==> config.mk <==
export PLATFORM = sky130hd
export DESIGN_NAME = micro_run_ctrl
export DESIGN_NICKNAME = d
export VERILOG_FILES = /design/src/rtl/micro_pkg.sv /design/src/rtl/micro_step_gen.sv /design/src/rtl/micro_run_ctrl.sv
export SDC_FILE = /design/constraint.sdc
export NUM_CORES = 1
export LEC_CHECK = 0
export ABC_AREA = 1
export CORE_UTILIZATION = 30
export CTS_CLUSTER_DIAMETER = 120
export DETAILED_ROUTE_END_ITERATION = 16
export DONT_BUFFER_PORTS = 1
export PLACE_DENSITY = 0.43
export SLEW_MARGIN = 20
export SYNTH_ARGS = -nofsm -noshare
export SYNTH_HDL_FRONTEND = slang
export SYNTH_SLANG_ARGS = --single-unit
==> constraint.sdc <==
create_clock -name clk -period 3.1 [get_ports clk]
set_input_delay 0.465 -clock clk [delete_from_list [all_inputs] [get_ports clk]]
set_output_delay 0.465 -clock clk [all_outputs]
set_load 0.01 [all_outputs]
==> src/rtl/micro_pkg.sv <==
// Shared types and defaults for the micro core run controller.
package micro_pkg;

  localparam int                WIDTH_DEF          = 16;
  localparam int                IRAM_ADDR_BITS_DEF = 8;
  localparam logic [15:0]       HALT_INSTR_DEF     = 16'hC000;

  typedef enum logic [2:0] {
    IDLE = 3'd0,
    LOAD = 3'd1,
    RST  = 3'd2,
    RUN  = 3'd3,
    STEP = 3'd4,
    HALT = 3'd5
  } state_t;

  // States in which the core is held in reset.
  function automatic logic holds_reset(input state_t s);
    return (s == IDLE) || (s == LOAD) || (s == RST);
  endfunction

endpackage

==> src/rtl/micro_step_gen.sv <==
// PCenable pulse generator: RUN-mode divider, STEP-mode edge detect, and
// suppression of a due pulse on a stop condition or forced halt.
module micro_step_gen
  import micro_pkg::*;
#(
  parameter int STEP_DIV = 3
) (
  input  logic clk,
  input  logic rst_n,
  input  logic run_en,
  input  logic step_en,
  input  logic step_req,
  input  logic stop_cond,
  input  logic force_stop,
  output logic pc_enable,
  output logic fire,
  output logic halt_hit
);

  localparam int DIV_W = (STEP_DIV > 1) ? $clog2(STEP_DIV) : 1;

  logic [DIV_W-1:0] div_q;
  logic             step_d1;
  logic             pending;
  logic             div_wrap;
  logic             rise;
  logic             due;

  assign div_wrap = (div_q == DIV_W'(STEP_DIV - 1));
  assign rise     = step_req & ~step_d1;
  assign due      = (run_en & div_wrap) | (step_en & pending);
  assign fire     = due & ~stop_cond & ~force_stop;
  assign halt_hit = due & stop_cond;

  always_ff @(posedge clk or negedge rst_n) begin
    if (!rst_n) begin
      div_q     <= '0;
      step_d1   <= 1'b0;
      pending   <= 1'b0;
      pc_enable <= 1'b0;
    end else begin
      // NOTE: non-blocking assignments so every flop samples pre-edge values;
      // blocking here would let div_q/pending ordering leak into each other.
      step_d1   <= step_req;
      pc_enable <= fire;
      if (!run_en || div_wrap) div_q <= '0;
      else                     div_q <= div_q + DIV_W'(1);
      // A new edge is taken only when no pulse is pending or on the wire.
      if (!step_en || due)                         pending <= 1'b0;
      else if (rise && !pending && !pc_enable)     pending <= 1'b1;
    end
  end

endmodule

==> src/rtl/micro_run_ctrl.sv <==
// Run controller for the micro core: IRAM image loader plus reset/run/step/halt
// sequencing. Defining MICRO_RUN_CTRL_BKPT_EN adds a PC breakpoint compare.
module micro_run_ctrl
  import micro_pkg::*;
#(
  parameter int               WIDTH          = WIDTH_DEF,
  parameter int               IRAM_ADDR_BITS = IRAM_ADDR_BITS_DEF,
  parameter int               STEP_DIV       = 3,
  parameter int               RST_CYCLES     = 2,
  parameter logic [WIDTH-1:0] HALT_INSTR     = WIDTH'(HALT_INSTR_DEF)
) (
  input  logic                      clk,
  input  logic                      reset_n,
  input  logic                      start_load,
  input  logic                      start_run,
  input  logic                      mode_step,
  input  logic                      step_req,
  input  logic                      halt_req,
  input  logic                      ld_valid,
  output logic                      ld_ready,
  input  logic [WIDTH-1:0]          ld_data,
  input  logic                      ld_last,
  output logic [IRAM_ADDR_BITS-1:0] iram_wa,
  output logic                      iram_wen,
  output logic [WIDTH-1:0]          iram_din,
  output logic                      micro_reset,
  output logic                      pc_enable,
  input  logic [IRAM_ADDR_BITS-1:0] mon_pc,
  input  logic [WIDTH-1:0]          mon_instr,
  output logic [2:0]                state_o,
  output logic                      halted,
  output logic                      load_err,
`ifdef MICRO_RUN_CTRL_BKPT_EN
  input  logic                      bkpt_en,
  input  logic [IRAM_ADDR_BITS-1:0] bkpt_addr,
`endif
  output logic [31:0]               instr_count
);

  localparam int RC_W = (RST_CYCLES > 1) ? $clog2(RST_CYCLES) : 1;

  logic [1:0]                rst_sync;
  logic                      rst_n;
  state_t                    state, state_nx;
  logic [IRAM_ADDR_BITS-1:0] addr_q;
  logic [RC_W-1:0]           rst_cnt;
  logic                      accept, addr_full, rst_done;
  logic                      load_start, run_start;
  logic                      run_en, step_en, stop_cond, fire, halt_hit;

  // Reset asserts asynchronously but is released two clocks after reset_n rises.
  always_ff @(posedge clk or negedge reset_n) begin
    if (!reset_n) rst_sync <= 2'b00;
    else          rst_sync <= {rst_sync[0], 1'b1};
  end
  assign rst_n = rst_sync[1];

  assign accept     = ld_valid & ld_ready;
  assign addr_full  = &addr_q;
  assign rst_done   = (rst_cnt == RC_W'(RST_CYCLES - 1));
  assign load_start = (state != LOAD) && (state_nx == LOAD);
  assign run_start  = (state != RST) && (state_nx == RST);
  assign run_en     = (state == RUN) & ~mode_step;
  assign step_en    = (state == STEP) & mode_step;
  assign state_o    = state;

  always_comb begin
    // NOTE: default first so every path assigns state_nx and no latch is inferred.
    state_nx = state;
    unique case (state)
      IDLE, HALT: begin
        if (start_load)     state_nx = LOAD;
        else if (start_run) state_nx = RST;
      end
      LOAD: begin
        if (accept && ld_last)        state_nx = RST;
        else if (accept && addr_full) state_nx = IDLE;
      end
      RST:  if (rst_done) state_nx = mode_step ? STEP : RUN;
      RUN:  if (halt_req || halt_hit) state_nx = HALT;
            else if (mode_step)       state_nx = STEP;
      STEP: if (halt_req || halt_hit) state_nx = HALT;
            else if (!mode_step)      state_nx = RUN;
      default: state_nx = IDLE;
    endcase
  end

  always_ff @(posedge clk or negedge rst_n) begin
    if (!rst_n) begin
      state       <= IDLE;
      micro_reset <= 1'b1;
      ld_ready    <= 1'b0;
      halted      <= 1'b0;
      rst_cnt     <= '0;
    end else begin
      state       <= state_nx;
      micro_reset <= holds_reset(state_nx);
      ld_ready    <= (state_nx == LOAD);
      halted      <= (state_nx == HALT);
      rst_cnt     <= (state == RST) ? rst_cnt + RC_W'(1) : '0;
    end
  end

  always_ff @(posedge clk or negedge rst_n) begin
    if (!rst_n) begin
      addr_q   <= '0;
      iram_wen <= 1'b0;
      iram_wa  <= '0;
      iram_din <= '0;
      load_err <= 1'b0;
    end else begin
      iram_wen <= accept;
      if (load_start) begin
        addr_q   <= '0;
        load_err <= 1'b0;
      end else if (accept) begin
        iram_wa  <= addr_q;
        iram_din <= ld_data;
        // The last IRAM slot is written but the address never wraps.
        if (addr_full) begin
          if (!ld_last) load_err <= 1'b1;
        end else begin
          addr_q <= addr_q + IRAM_ADDR_BITS'(1);
        end
      end
    end
  end

  always_ff @(posedge clk or negedge rst_n) begin
    if (!rst_n)                      instr_count <= '0;
    else if (run_start)              instr_count <= '0;
    else if (fire && !(&instr_count)) instr_count <= instr_count + 32'd1;
  end

`ifdef MICRO_RUN_CTRL_BKPT_EN
  // The first pulse after RST never breaks, so a restart can leave bkpt_addr.
  logic first_pulse;
  always_ff @(posedge clk or negedge rst_n) begin
    if (!rst_n)             first_pulse <= 1'b1;
    else if (state == RST)  first_pulse <= 1'b1;
    else if (fire)          first_pulse <= 1'b0;
  end
  assign stop_cond = (mon_instr == HALT_INSTR) |
                     (bkpt_en & (mon_pc == bkpt_addr) & ~first_pulse);
`else
  logic unused_mon_pc;
  assign unused_mon_pc = ^mon_pc;
  assign stop_cond     = (mon_instr == HALT_INSTR);
`endif

  micro_step_gen #(
    .STEP_DIV (STEP_DIV)
  ) u_step_gen (
    .clk        (clk),
    .rst_n      (rst_n),
    .run_en     (run_en),
    .step_en    (step_en),
    .step_req   (step_req),
    .stop_cond  (stop_cond),
    .force_stop (halt_req),
    .pc_enable  (pc_enable),
    .fire       (fire),
    .halt_hit   (halt_hit)
  );

endmodule
==> flow_summary_export.csv, run 1 <==
group,metric,value,unit
yosys,synth_cells,565,
pwr,power_density,791.9,mW/mm^2
place,dp_hpwl,7027,microns
sta,tightestPinTransition,509.9,ps
yosys,synthFlopType,"dfrtp_1",
grt,grt_usage,15.01,%
clocking,postCtsSetupRepairBufs,0,
setup_path,critical_path_arrival,2590,ps
floorplanning,rows,43,
yosys,synth_most_common_cell,"nand2_1",
grt,grt_max_degree,79,
yosys,synth_top_cell_by_area,"dfrtp_1",
yosys,synth_top_area_share,46.54,%
sta,finalSetupTns,0,ps
setup_path,cp-start-kind,"flip-flop",
setup_path,crit_chain,"ha_1, inv_1, nor2_2, nand2_1, nor2_1, nand3_1, nor2_1, nand3_1, nor3_1, nand3_1, nand3_1, inv_1",
sta,fmax,426.4,MHz
clocking,ctsResizeCount,0,
clocking,insertion_delay,350,ps
place,gp_congestion,0.8041,
clocking,clk_pin_slew,60,ps
pwr,ir_drop,356.5,uV
yosys,synth_nets,617,
setup_path,r2r_end,"instr_count[28]$_DFFE_PN0P_",
yosys,synth_common_cells,"nand2_1, nand3_1, inv_1",
yosys,syn_area,0.004248,sq mm
setup_path,worst-endpoint-required,3340,ps
place,port_buffers,0,
cells_and_area,ff_latch_area,0.002007,sq mm
grt,grt_pass1_wl,17130,microns
sta,finalCriticalPeriod,2345,ps
sta,slew_violations,0,
grt,grt_pass1_vias,3432,
drt,vias_per_cell,4.671,
yosys,syn_area_per_cell,7.518,sq um
drt,drc_errors,0,
clocking,cts_hold_buf,1,
setup_path,crit_slowest_cell,"dfrtp_1",
drt,drtIter0Drc,175,
cells_and_area,nets,618,
drt,dr_total_vias,3508,
drt,routed_wirelength,10040,microns
outcome,run_status,"finished, final reports clean",
yosys,synth-seq-cells,80,
clocking,htree_levels,3,
setup_path,max_stage_delay,470,ps
clocking,root_buffer,"clkbuf_16",
sta,grt_setup_unrepaired,"false",
grt,grt-ovfl-total,0,
setup_path,reg2regPathDepth,12,
cells_and_area,fillerInstances,1504,
floorplanning,core,0.01383,sq mm
drt,ant_nets,0,
yosys,ys_top_cells_by_area,"dfrtp_1, nand2_1, nand3_1",
yosys,yosysUniqueCellTypes,35,
cells_and_area,multi_input_area,0.001782,sq mm
yosys,async_flop_share,100.0,%
floorplanning,ios,114,
floorplanning,die_x,121.0,microns
floorplanning,start_util,30.72,%
floorplanning,die-area,0.01464,sq mm
sta,hold-worst-slack,144.0,ps
sta,finalSetupViolCount,0,
flow_run,cap_violations,0,
drt,post_drt_wl_per_cell,13.36,microns
cells_and_area,area_growth,11.28,%
floorplanning,fp.dieH,121.0,microns
setup_path,cpMostUsedCell,"nand3_1",
hold_path,worstHoldStart,"step_req",
yosys,synth_edf_count,0,
setup_path,crit_type,"flip-flop to flip-flop",
setup_path,worst_setup_path_end_kind,"flip-flop",
sta,hold_violations,0,
drt,drt-pass1-iter-count,4,
grt,antenna_found_initial,0,
clocking,numCtsBuffers,9,
hold_path,holdPathStages,0,
clocking,cts_buffer_depth,2,
sta,fin_crit_sh,75.65,%
sta,slew_headroom,65.88,%
sta,finClkSkew,6.441,ps
cells_and_area,final_util,34.19,%
yosys,ys_seq_area_share,47.16,%
hold_path,hold_path_end,"u_step_gen.step_d1$_DFF_PN0_",
clocking,cts_tree,"yes",
setup_path,timing.rr.start,"instr_count[0]$_DFFE_PN0P_",
clocking,cts_sinks,80,
setup_path,worstPathMaxFanout,4,
cells_and_area,diodes,0,
setup_path,ff2ff_setup_slack,750,ps
pwr,power_leakage,2.465,nW
yosys,yosysWarnings,0,
hold_path,holdCritPathClass,"primary input to flip-flop",
cells_and_area,final_layout_size_suffix_gt1_share,6.655,%
[metrics by stage]
step	area, sq um	std cells	power, W	setup WS [ps]
final	4727	751	0.003744	755.0
after floorplan	4248	565	0.002441	708.7
after global placement	4392	733	0.002669	714.7
after CTS	4707	750	0.003814	694.4
after global routing	4727	751	0.004040	459.9
after detailed placement	4392	733	0.002682	702.6
[state kept, by name, indices dropped and copies added, names as in the netlist]
signal and count:
instr_count 32, iram_din 16, addr_q 8, iram_wa 8, state_o 3, rst_sync 2, u_step_gen.div_q 2, halted 1
iram_wen 1, ld_ready 1, load_err 1, micro_reset 1, rst_cnt 1, u_step_gen.pc_enable 1, u_step_gen.pending 1, u_step_gen.step_d1 1
[worst max-delay path, delay by kind of cell (launching register included)]
kind	cells	cell delay, ps
adder cells (fa/ha/maj)	1	200
buffers and inverters	2	100
AND/OR/NAND/NOR	9	1480
flip-flops	1	470
[placed cells by master (no fill, tap or decap), types with 2 or more instances in the layout]
cell type	n
inv_6	2
nand3b_1	8
o21bai_1	6
nand2_1	150
xor2_1	4
nor3_1	20
nor2_1	42
nor2_2	5
o21ai_0	10
inv_1	87
nand2_2	3
buf_4	4
clkinv_4	2
a21oi_1	8
dfrtp_1	78
nor4_1	5
clkbuf_16	9
ha_1	3
clkinv_1	2
nand4_1	10
inv_2	2
clkinvlp_4	2
nand3_1	92
[power by group]
part,leakage [nW],total (W),internal [W],switching (W)
Combinational,1.25,0.000968,0.000292,0.000676
Clock,0.143,0.00110,0.000632,0.000469
Sequential,1.07,0.00167,0.00130,0.000379
Total,2.47,0.00374,0.00222,0.00152
[layout make-up]
type	instances	area share [%]
Timing Repair Buffer	6	1.271
Sequential cell	80	42.46
Tap cell	180	4.764
Multi-Input combinational cell	377	37.69
Clock inverter	7	1.694
Clock buffer	9	4.764
Inverter	92	7.358
[metal layers]
layer	vias to the layer above	wire [microns]	GRT usage [%]
met2	77	4689	23.14
met1	1617	4598	19.14
met4	0	255	8.025
met5	-	0	0
li1	1797	-	-
met3	17	494	3.947
[how the worst max path moves through the flow]
stage | from | endpoint | slack (ps) | depth (start not counted)
2_1_floorplan | rst_sync[1]$_DFF_PN0_ | addr_q[0]$_DFFE_PN0P_ | 710 | 0
3_3_place_gp | instr_count[0]$_DFFE_PN0P_ | instr_count[28]$_DFFE_PN0P_ | 710 | 12
3_5_place_dp | instr_count[0]$_DFFE_PN0P_ | instr_count[28]$_DFFE_PN0P_ | 700 | 12
4_1_cts | instr_count[0]$_DFFE_PN0P_ | instr_count[28]$_DFFE_PN0P_ | 690 | 12
5_1_grt | instr_count[0]$_DFFE_PN0P_ | instr_count[28]$_DFFE_PN0P_ | 460 | 13
6_report | instr_count[0]$_DFFE_PN0P_ | instr_count[28]$_DFFE_PN0P_ | 750 | 12
[cell families after synthesis]
kind of cell | after synthesis | share of synthesized area, %
other cells | 1 | 0.08828
simple gates | 340 | 36.17
fa+ha+maj | 3 | 0.8837
buf+inv | 108 | 10.90
flops | 80 | 47.16
xor+xnor | 5 | 1.031
compound gates | 28 | 3.770
Note: power is estimated with default switching activity, not from simulation.
==> run 2, diff against run 1 <==
Clock period 3.1 ns to 2.26 ns, I/O delays scaled along.
==> flow_summary_export.csv, run 2 (same netlist as run 1, synthesis figures left out) <==
group,metric,value,unit
outcome,run_status,"finished, final reports clean",
drt,drc_errors,0,
drt,routed_wirelength,10440,microns
drt,dr_total_vias,3656,
setup_path,ff2ff_setup_slack,220,ps
sta,slew_headroom,64.21,%
setup_path,crit_chain,"nand2_2, nor2_2, nand3_1, nand3_1, nand2_1, nand2_1, nand2_1, nand2_1, nor2_2, nand3_4, buf_4, nand3_1, nand2_1",
sta,slew_violations,0,
clocking,cts_sinks,80,
setup_path,crit_family,"simple AND/OR/NAND/NOR gates",
cells_and_area,regMostFlops,"instr_count",
setup_path,cpMostUsedCell,"nand2_1",
pwr,p_total,0.005340,W
setup_path,worstPathMaxFanout,12,
cells_and_area,nets,638,
sta,fin_crit_sh,90.09,%
sta,finalCriticalPeriod,2036,ps
sta,grt_setup_unrepaired,"false",
drt,vias_per_cell,4.748,
setup_path,worst-endpoint-required,2490,ps
pwr,ir_drop,561.4,uV
sta,finClkSkew,5.817,ps
sta,tightestPinTransition,536.9,ps
place,port_buffers,0,
flow_run,cap_violations,0,
drt,post_drt_wl_per_cell,13.56,microns
hold_path,holdCritPathClass,"primary input to flip-flop",
clocking,cts_tree,"yes",
grt,grt_pass1_vias,3583,
setup_path,max_stage_delay,490,ps
floorplanning,die_x,121.0,microns
setup_path,crit_buf_inv,1,
clocking,numCtsBuffers,9,
setup_path,crit_type,"flip-flop to flip-flop",
cells_and_area,final_layout_size_suffix_gt1_share,10.34,%
drt,drtIter0Drc,177,
grt,grt-ovfl-total,0,
cells_and_area,final_common_cell,"nand2_1",
floorplanning,start_util,30.72,%
cells_and_area,fillerInstances,1474,
grt,grt_max_degree,47,
clocking,htree_levels,3,
drt,drt-pass1-iter-count,4,
floorplanning,ios,114,
sta,finalSetupTns,0,ps
clocking,root_buffer,"clkbuf_16",
cells_and_area,top_regs,"instr_count (32), iram_din (16)",
sta,finalSetupViolCount,0,
cells_and_area,area_growth,15.91,%
sta,fmax,491.1,MHz
setup_path,critical_path_arrival,2270,ps
grt,grt_pass1_wl,17490,microns
cells_and_area,layout_common_cells,"nand2_1, nand3_1, inv_1",
place,dp_hpwl,7310,microns
grt,grt_usage,15.15,%
cells_and_area,ff_latch_area,0.002009,sq mm
setup_path,worst_setup_path_end_kind,"flip-flop",
floorplanning,core,0.01383,sq mm
cells_and_area,largest_register_ffs,32,
cells_and_area,multi_input_area,0.001813,sq mm
drt,ant_nets,0,
grt,antenna_found_initial,0,
clocking,cts_buffer_depth,2,
floorplanning,fp.dieH,121.0,microns
sta,hold_violations,0,
pwr,power_leakage,2.570,nW
place,gp_congestion,0.8288,
setup_path,crit_slowest_cell,"dfrtp_2",
clocking,insertion_delay,340,ps
setup_path,cp-start-kind,"flip-flop",
pwr,power_density,1085,mW/mm^2
clocking,clk_pin_slew,60,ps
floorplanning,die-area,0.01464,sq mm
cells_and_area,diodes,0,
floorplanning,rows,43,
[run 2: cell types whose count changed in the layout (fill, tap and decap cells not counted), sizes merged]
| cell | delta |
|---|---|
| dlygate4sd3 | +1 |
| inv | -2 |
| clkbuf | +1 |
| buf | +19 |
[run 2: worst reg2reg max path, cell delays in order, from the launching register on]
cell and delay [ps]:
dfrtp_2 490, nand2_2 110, nor2_2 40, nand3_1 110, nand3_1 80, nand2_1 120, nand2_1 60, nand2_1 50
nand2_1 130, nor2_2 160, nand3_4 190, buf_4 250, nand3_1 80, nand2_1 60
[run 2: layout make-up]
class,instances,share of cell area (%)
Multi-Input combinational cell,377,36.82
Inverter,92,7.116
Clock buffer,10,4.651
Timing Repair Buffer,26,4.828
Sequential cell,80,40.81
Tap cell,180,4.574
Clock inverter,5,1.194
[run 2: report_power, final]
part / total [W] / internal, W / switching [W]
Clock: 0.00145 / 0.000850 / 0.000596
Combinational: 0.00163 / 0.000597 / 0.00103
Sequential: 0.00227 / 0.00178 / 0.000485
Total: 0.00534 / 0.00323 / 0.00211
[run 2: path summary, 6_finish.rpt]
check / start / endpoint / cells past startpoint
setup / recovery: state_o[1]$_DFF_PN0_ / iram_din[4]$_DFFE_PN0P_ / 13
setup reg to reg: state_o[1]$_DFF_PN0_ / iram_din[4]$_DFFE_PN0P_ / 13
hold / removal: step_req / u_step_gen.pending$_DFFE_PN0P_ / 2
max in group asynchronous: rst_sync[1]$_DFF_PN0_ / micro_reset$_DFF_PN1_ / 1
min in group asynchronous: reset_n / rst_sync[1]$_DFF_PN0_ / 1
hold reg to reg: rst_sync[1]$_DFF_PN0_ / state_o[2]$_DFF_PN0_ / 0
[run 2: what timing repair did]
action,CTS,global route
buffers inserted,0,2
hold buffers,1,1
endpoints found under the setup margin,0,53
resized for setup,0,9
hold endpoints to repair,2,1
[run 2: metal layers]
layer	up-vias	share of wire, %	track usage (%)
met1	1723	44	18.42
met2	84	49	25.57
met4	0	0.93	4.552
li1	1838	-	-
met3	11	6.0	4.652
met5	-	0	0
[run 2: metrics by stage]
stage	cells	worst slack, ps	util [%]	cell area [sq um]	hold slack [ps]
6_report	770	223.9	35.61	4923	130.1
3_5_place_dp	751	144.2	33.01	4564	43.47
2_1_floorplan	565	317.5	-	4249	43.41
4_1_cts	767	132.1	35.16	4862	3.478
5_1_grt	770	6.319	35.61	4923	119.9
3_3_place_gp	751	161.7	33.01	4564	43.47
